===== src/rtl/usr_deserializer.sv =====
// Purpose : serial-to-parallel receiver for a universal shift register's SO stream,
//           MSB-first or LSB-first, with a held parallel word and valid/ready handshake.
// Latency : the completed word appears on PO with valid=1 right after the edge that samples its last bit.
// Backpr. : a word completing while valid=1 and ready=0 is dropped and sets the sticky overrun flag.
//
// Ports:
//   clk, rst       - clock, synchronous active-high reset
//   SI, en         - serial bit and its strobe (one bit per en cycle while busy)
//   start, dir     - begin a frame (IDLE only); dir=0 MSB-first, dir=1 LSB-first
//   ready          - consumer accepts PO when valid=1
//   PO, valid      - last completed word and its unconsumed flag
//   busy, overrun  - frame in progress; sticky "word dropped" flag
module usr_deserializer #(
    parameter int WIDTH = 5
) (
    input  logic             clk,
    input  logic             rst,
    input  logic             SI,
    input  logic             en,
    input  logic             start,
    input  logic             dir,
    input  logic             ready,
    output logic [WIDTH-1:0] PO,
    output logic             valid,
    output logic             busy,
    output logic             overrun
);

    localparam int CW = $clog2(WIDTH);
    localparam logic [CW-1:0] LAST_BIT = CW'(WIDTH - 1);

    typedef enum logic {
        S_IDLE = 1'b0,
        S_RECV = 1'b1
    } state_t;

    state_t           r_state;
    logic [WIDTH-1:0] r_sr;
    logic [CW-1:0]    r_cnt;
    logic             r_dir_q;
    logic [WIDTH-1:0] r_po;
    logic             r_valid;
    logic             r_busy;
    logic             r_overrun;

    // Shift register contents after consuming the current SI bit.
    logic [WIDTH-1:0] w_sr_next;

    always_comb begin
        w_sr_next = r_sr;
        if (r_dir_q) begin
            w_sr_next = {SI, r_sr[WIDTH-1:1]};
        end else begin
            w_sr_next = {r_sr[WIDTH-2:0], SI};
        end
    end

    always_ff @(posedge clk) begin
        if (rst) begin
            r_state   <= S_IDLE;
            r_sr      <= '0;
            r_cnt     <= '0;
            r_dir_q   <= 1'b0;
            r_po      <= '0;
            r_valid   <= 1'b0;
            r_busy    <= 1'b0;
            r_overrun <= 1'b0;
        end else begin
            // Plain handshake; a completion on the same edge overrides this below.
            if (r_valid && ready) begin
                r_valid <= 1'b0;
            end

            case (r_state)
                S_IDLE: begin
                    // en and SI are deliberately ignored here, including on the start cycle.
                    if (start) begin
                        r_state <= S_RECV;
                        r_busy  <= 1'b1;
                        r_dir_q <= dir;
                        r_sr    <= '0;
                        r_cnt   <= '0;
                    end
                end
                S_RECV: begin
                    if (en) begin
                        r_sr <= w_sr_next;
                        if (r_cnt == LAST_BIT) begin
                            r_state <= S_IDLE;
                            r_busy  <= 1'b0;
                            r_cnt   <= '0;
                            // A word consumed on this edge frees the slot for the new one.
                            if (!r_valid || ready) begin
                                r_po    <= w_sr_next;
                                r_valid <= 1'b1;
                            end else begin
                                r_overrun <= 1'b1;
                            end
                        end else begin
                            r_cnt <= r_cnt + CW'(1);
                        end
                    end
                end
                default: begin
                    r_state <= S_IDLE;
                    r_busy  <= 1'b0;
                end
            endcase
        end
    end

    assign PO      = r_po;
    assign valid   = r_valid;
    assign busy    = r_busy;
    assign overrun = r_overrun;

endmodule


===== config.mk =====
export PLATFORM = sky130hd
export DESIGN_NAME = usr_deserializer
export DESIGN_NICKNAME = d
export VERILOG_FILES = /design/src/rtl/usr_deserializer.sv
export SDC_FILE = /design/constraint.sdc
export NUM_CORES = 1
export LEC_CHECK = 0
export BUFFER_PORTS_ARGS = -buffer_cell sky130_fd_sc_hd__buf_2
export CORE_MARGIN = 2
export CORE_UTILIZATION = 55
export CTS_CLUSTER_DIAMETER = 30
export DETAILED_ROUTE_END_ITERATION = 12
export GPL_ROUTABILITY_DRIVEN = 0
export GPL_TIMING_DRIVEN = 0
export PLACE_DENSITY = 0.8
export SYNTH_ARGS = -nofsm -noshare
export SYNTH_HDL_FRONTEND = slang
export SYNTH_SLANG_ARGS = --single-unit

===== constraint.sdc =====
create_clock -name clk -period 2.9 [get_ports clk]
set_clock_uncertainty 0.1 [all_clocks]
set_input_delay 0.29 -clock clk [delete_from_list [all_inputs] [get_ports clk]]
set_output_delay 0.29 -clock clk [all_outputs]
set_load 0.05 [all_outputs]

# Word-level counts from Yosys, hierarchy flattened
# Cells that the tools add are included.
# classes
n_mul	0
bitwise_logic	2
add_sub_neg	1
eq_ne	4
n_reduce_logical	8
muxes	21
n_div	0
shift	0
order_cmp	0
# op_table
cell	n
5-bit two-way mux	3
1-bit two-way mux	11
5-bit one-hot mux with 2 select lines	1
3-bit two-way mux	3
4-bit AND reduction	2
3-bit one-hot mux with 2 select lines	1
2-bit != test (second input constant)	2
1-bit one-hot mux with 2 select lines	2
2-bit AND reduction	2
3-bit by 1-bit adder with 3-bit output (second input constant)	1
3-bit == test (second input constant)	1
3-bit AND reduction	1
2-bit by 1-bit != test with 1-bit output (second input constant)	1
1-bit inverter	2
1-bit logical AND	1
1-bit zero test	1
1-bit logical OR	1
# totals
mem_count	0
word_cells	44
ramBits	0
latchBits	0
out_inout_bits	8
in_bits	7
reg_bits	18
mem_bits_ro	0

# Logic depth before layout (Yosys ltp)
# Gate-level depths: netlist of run 1.
# logic_depth
depth_word	6
mapped_depth	6
ltp_nobuf	5

# Worst setup path after synthesis of run 1
# OpenSTA, ideal clock, no wires.
# synth_timing
kind	register -> register
start	register r_valid (netlist: valid)
end	register r_po[0] (netlist: PO[0])
arrival_time_ns	1.159
path_buffers	0
synth_period_minus_slack_ns	1.337
required_time_ns	2.722
slack_ns	1.563
setup_ns	0.078
stages_incl_launch_ff	4
path_cell_list	dfxtp_1 > nor2b_1 > nor3_1 > nor3_1
# synth_via
elab_chain_cells	3
# synth_lines
item	line_no	rtl
from (decl)	42	logic r_valid;
from (signal assigned)	65	r_valid <= 1'b0;
from (signal assigned)	71	r_valid <= 1'b0;
from (signal assigned)	95	r_valid <= 1'b1;
1-bit zero test	93	if (!r_valid || ready) begin
1-bit logical OR	93	
4-bit AND reduction (no source line)	n/a	
to (signal assigned)	94	r_po <= w_sr_next;
to (decl)	41	logic [WIDTH-1:0] r_po;
# Every way passes these cells.
# A chain may end at the register's enable or synchronous reset.

# Final worst setup path of run 1
# layout_timing
start	register r_cnt[0]
end	register r_po[4] (netlist: PO[4])
# layout_via
elab_chain_cells	2
# layout_lines
item	line_no	rtl
from (decl)	39	logic [CW-1:0] r_cnt;
from (signal assigned)	100	r_cnt <= r_cnt + CW'(1);
3-bit == test	88	if (r_cnt == LAST_BIT) begin
4-bit AND reduction (no source line)	n/a	
# Every way passes these cells.

==> results_dict.tcl, run 1 <==
set metrics [dict create \
    row_count 13 \
    critPathMaxFanout 7 \
    tns_ns 0 \
    syn_nets 92 \
    initial_core_util_pct 59.2 \
    cts.sinks 18 \
    r2r-end "PO[4]" \
    num_vias 606 \
    die_x_um 41.4 \
    ioPinCount 15 \
    drc 0 \
    drt_iter0_markers 11 \
    final-max-slew-violation-count 0 \
    maxSlewHeadroom_pct 67.7 \
    port-buffer-count 13 \
    rrSetupSlack_ns 1.40 \
    syn2layout_area_growth_pct 15.6 \
    stdcell_count 115 \
    clk_pin_slew_ns 0.10 \
    hp-class "in2reg" \
    max_clock_freq_ghz 0.665 \
    die_h_um 41.4 \
    holdPathEnd "r_dir_q" \
    syn_area_um2 771 \
    ys_warn_count 0 \
    antenna_cells 0 \
    tightest_slew_ns 0.475 \
    timing.rr.start "r_cnt[0]" \
    p_per_area_nw_per_um2 501 \
    cts_root_buf "clkbuf_4" \
    grt_usage_pct 18.0 \
    yosysUniqueCellTypes 23 \
    nets 110 \
    cp.arrival_ns 1.58 \
    cts_buffers 3 \
    total_leakage_power_nw 0.371 \
    hpwl_um 1060 \
    first_pass_iters 4 \
    status "completed" \
    mostFrequentLayoutCells "18 x dfxtp_1, 13 x buf_2, 11 x nor2_1, 11 x nor3_1, 10 x a21oi_1" \
    hp-start "dir" \
    clockBufferDepth 2 \
    drt-vias-per-instance 5.27 \
    cp-start-kind "flop" \
    core_area_um2 1300 \
    worstSkewPairLatency_ns 0.29 \
    hold_viol 0 \
    post_cts_resized 0 \
    antenna_found_initial 0 \
    synthCells 83 \
    r2r_cells 5 \
    post_cts_buffers 0 \
    period_needed_ns 1.50 \
    drt.antenna.violating_nets 0 \
    grt_max_degree 11 \
    drv_cap 0 \
    routed_wl_um 1450 \
    drive_gt1_share_pct 31.0 \
    whs_path_depth 3 \
    final_common_cell "dfxtp_1" \
    final.period_utilization_pct 51.8 \
    crit_path_end_kind "flop" \
    first_global_vias 575 \
    yosysSeqAreaShare_pct 46.8 \
    grt_pass1_wl_um 2460 \
    grt-ovfl-total 0 \
    path_class "reg2reg" \
    hold_buffers 0 \
    placed_cells 111 \
    peakVddDrop_uv 302 \
    cts_htree_levels 1 \
    rsz0062_at_grt "no" \
    cts_tree "yes" \
    synth_seq_cells 18 \
    die_area_um2 1720 \
    wl_per_cell_um 12.6 \
    required_ns 2.98 \
    setup_violations 0 \
    synth.avg_cell_area_um2 9.29 \
]
-- cell usage after synthesis (all sizes together) --
library cell | number | area [um2]
a22oi | 6 | 45.0
ha | 2 | 25.0
and2 | 1 | 7.51
clkbuf | 3 | 13.8
mux2i | 2 | 23.8
and4 | 1 | 8.76
mux2 | 5 | 56.3
nor2 | 11 | 41.3
nand2 | 2 | 7.51
buf | 2 | 15.0
dfxtp | 18 | 360
nand2b | 1 | 6.26
nand3 | 1 | 5.00
a21oi | 11 | 58.8
a211oi | 1 | 12.5
inv | 2 | 7.51
nand4 | 1 | 6.26
nor3 | 11 | 55.1
and2b | 1 | 8.76
nor2b | 1 | 6.26
-- worst max-delay path by stage --
stage	start	endpoint	slack, ns	depth (start not counted)
after global placement	r_cnt[0]	PO[1]	1.49	5
after global routing	r_cnt[0]	PO[4]	1.30	5
after floorplan	valid	PO[0]	1.56	3
final	r_cnt[0]	PO[4]	1.40	5
after detailed placement	r_cnt[0]	PO[1]	1.44	5
after CTS	r_cnt[0]	PO[4]	1.40	5
-- where the power goes --
group	internal, W	switching (W)	total, W
combinational	0.0000160	0.0000237	0.0000397
clock	0.0000764	0.0000751	0.000152
sequential	0.000252	0.00000327	0.000255
-- layout make-up --
cell class / count / area (um2)
tap: 15 / 18.8
fill: 106 / 410
clock buffer: 4 / 36.3
inverter: 2 / 7.51
timing repair buffer: 13 / 65.1
sequential: 18 / 360
buffer: 5 / 28.8
multi-input combinational: 58 / 374
-- through the flow --
stage	hold WS, ns	setup WS [ns]	area [um2]	power (W)	utilization [%]
finish	0.150	1.40	891	0.000446	68.5
global route	0.166	1.30	891	0.000464	68.5
CTS	0.142	1.40	891	0.000452	68.5
detailed placement	0.350	1.44	855	0.000300	65.7
global placement	0.349	1.49	855	0.000299	65.7
floorplan	0.337	1.56	771	0.000289	-
-- flip-flops by register name (all words and copies together), names as in the netlist --
name,cells
overrun,1
r_state,1
PO,5
r_dir_q,1
r_cnt,3
r_sr,5
valid,1
busy,1
-- cells by family after synthesis --
family / Yosys count / share of synthesized area, %
AO/OA/AOI/OAI: 18 / 15.1
buffers and inverters: 7 / 4.71
multiplexers: 7 / 10.4
AND/OR/NAND/NOR: 31 / 19.8
adder cells (fa/ha/maj): 2 / 3.25
flip-flops: 18 / 46.8
-- worst max-delay path, cell delays in order, from the launching register on --
cell     delay [ns]
dfxtp_1        0.34
inv_1          0.07
ha_1           0.20
nand4_1        0.30
nor3_1         0.31
nor3_1         0.07
-- routing by layer --
layer  vias to the layer above  share of wire (%)  track usage, %
li1                        327                  -               -
met1                       266                 50            23.5
met2                        11                 46            27.2
met3                         2                3.7            3.91
met4                         0               0.83            10.3
met5                         -                  0               0
Power figures use the tool's default switching activity.
==> run 2: changes to the inputs <==
CORE_UTILIZATION = 51   (was 55)
PLACE_DENSITY = 0.75   (was 0.8)
clock period = 1.5 ns   (was 2.9 ns; I/O delays follow)
==> results_dict.tcl, run 2 (synthesis gave the netlist of run 1 again) <==
set metrics [dict create \
    cts_root_buf "clkbuf_4" \
    cts_tree "yes" \
    drive_gt1_share_pct 35.9 \
    die_area_um2 1840 \
    antenna_found_initial 0 \
    period_needed_ns 1.43 \
    clk_pin_slew_ns 0.10 \
    cp.arrival_ns 1.50 \
    crit_path_end_kind "flop" \
    die_x_um 42.9 \
    grt_pass1_wl_um 2460 \
    drt.antenna.violating_nets 0 \
    routed_wl_um 1480 \
    path_class "reg2reg" \
    hp-start "rst" \
    cts_buffers 3 \
    worstSkewPairLatency_ns 0.29 \
    seq_area_um2 362 \
    first_pass_iters 4 \
    syn2layout_area_growth_pct 21.9 \
    nets 113 \
    final_common_cell "dfxtp_1" \
    p_per_area_nw_per_um2 925 \
    final.period_utilization_pct 95.1 \
    use_met1_pct 24.5 \
    drc 0 \
    setup_violations 0 \
    required_ns 1.58 \
    drt_iter0_markers 12 \
    mostFrequentLayoutCells "17 x dfxtp_1, 13 x buf_2, 11 x nor2_1" \
    cp-startpoint "r_cnt[0]" \
    hold_viol 0 \
    peakVddDrop_uv 761 \
    met2_usage_pct 26.1 \
    use_met3_pct 7.66 \
    status "completed" \
    ioPinCount 15 \
    total_leakage_power_nw 0.385 \
    max_clock_freq_ghz 0.701 \
    fillers 129 \
    maxSlewHeadroom_pct 68.4 \
    grt-ovfl-total 0 \
    hpwl_um 1020 \
    grt_busiest_layer "met2" \
    tightest_slew_ns 0.473 \
    cts.sinks 18 \
    hp-class "in2reg" \
    critPathMaxFanout 6 \
    final-max-slew-violation-count 0 \
    drt-vias-per-instance 5.42 \
    clockBufferDepth 2 \
    stdcell_count 119 \
    port-buffer-count 13 \
    whs_ns 0.0482 \
    die_h_um 42.9 \
    drv_cap 0 \
    cts_htree_levels 1 \
    initial_core_util_pct 53.0 \
    num_vias 645 \
    antenna_cells 0 \
    grt_max_degree 11 \
    wl_per_cell_um 12.5 \
    multiInputGateArea_um2 395 \
    first_global_vias 575 \
    placed_cells 112 \
    cp-start-kind "flop" \
    grt_usage_pct 18.1 \
    row_count 14 \
    timing.rr.start "r_cnt[0]" \
    core_area_um2 1450 \
]
## run 2: metal layers
| metal | up-vias | part of all wire (%) |
|---|---|---|
| li1 | 336 | - |
| met4 | 0 | 0.61 |
| met3 | 2 | 4.8 |
| met5 | - | 0 |
| met2 | 11 | 48 |
| met1 | 296 | 47 |
## run 2: worst max-delay path, stage by stage, from the launching register on
cell and delay [ns]:
dfxtp_2 0.35, inv_1 0.07, ha_2 0.21, nand4_1 0.13, buf_4 0.19, nor3_1 0.20
nor3_1 0.07
## run 2: per-stage QoR
stage	setup WS [ns]	util (%)	TNS (ns)	power (W)	cell area, um2
final	0.0730	64.6	0	0.000869	940
after CTS	0.0309	62.0	0	0.000872	902
after global placement	0.0844	58.9	0	0.000578	856
after global routing	-0.0393	64.6	-0.0991	0.000906	940
after floorplan	0.163	-	0	0.000559	771
after detailed placement	0.0767	58.9	0	0.000580	856
## run 2: final cells by class
class | instances | share of cell area [%]
multi-input combinational | 58 | 42.1
buffer | 5 | 3.06
sequential | 18 | 38.5
clock buffer | 4 | 3.86
inverter | 2 | 0.799
tap | 16 | 2.13
timing repair buffer | 16 | 9.59
## run 2: report_power, final
part	switching, W	internal [W]	total (W)
registers	0.00000718	0.000486	0.000494
clock network	0.000144	0.000148	0.000292
logic	0.0000479	0.0000353	0.0000832
## run 2: final timing paths
path	to	slack (ns)	cells after the start
hold / removal	r_cnt[2]	0.05	2
setup / recovery	PO[1]	0.07	6
setup reg to reg	PO[1]	0.07	6
hold reg to reg	r_cnt[0]	0.38	2
## run 2: timing repair
item | in CTS | in global routing
hold endpoints to repair | 1 | 0
resized for setup | 0 | 5
buffers inserted | 0 | 2
endpoints found under the setup margin | 0 | 7
hold buffers | 1 | 0
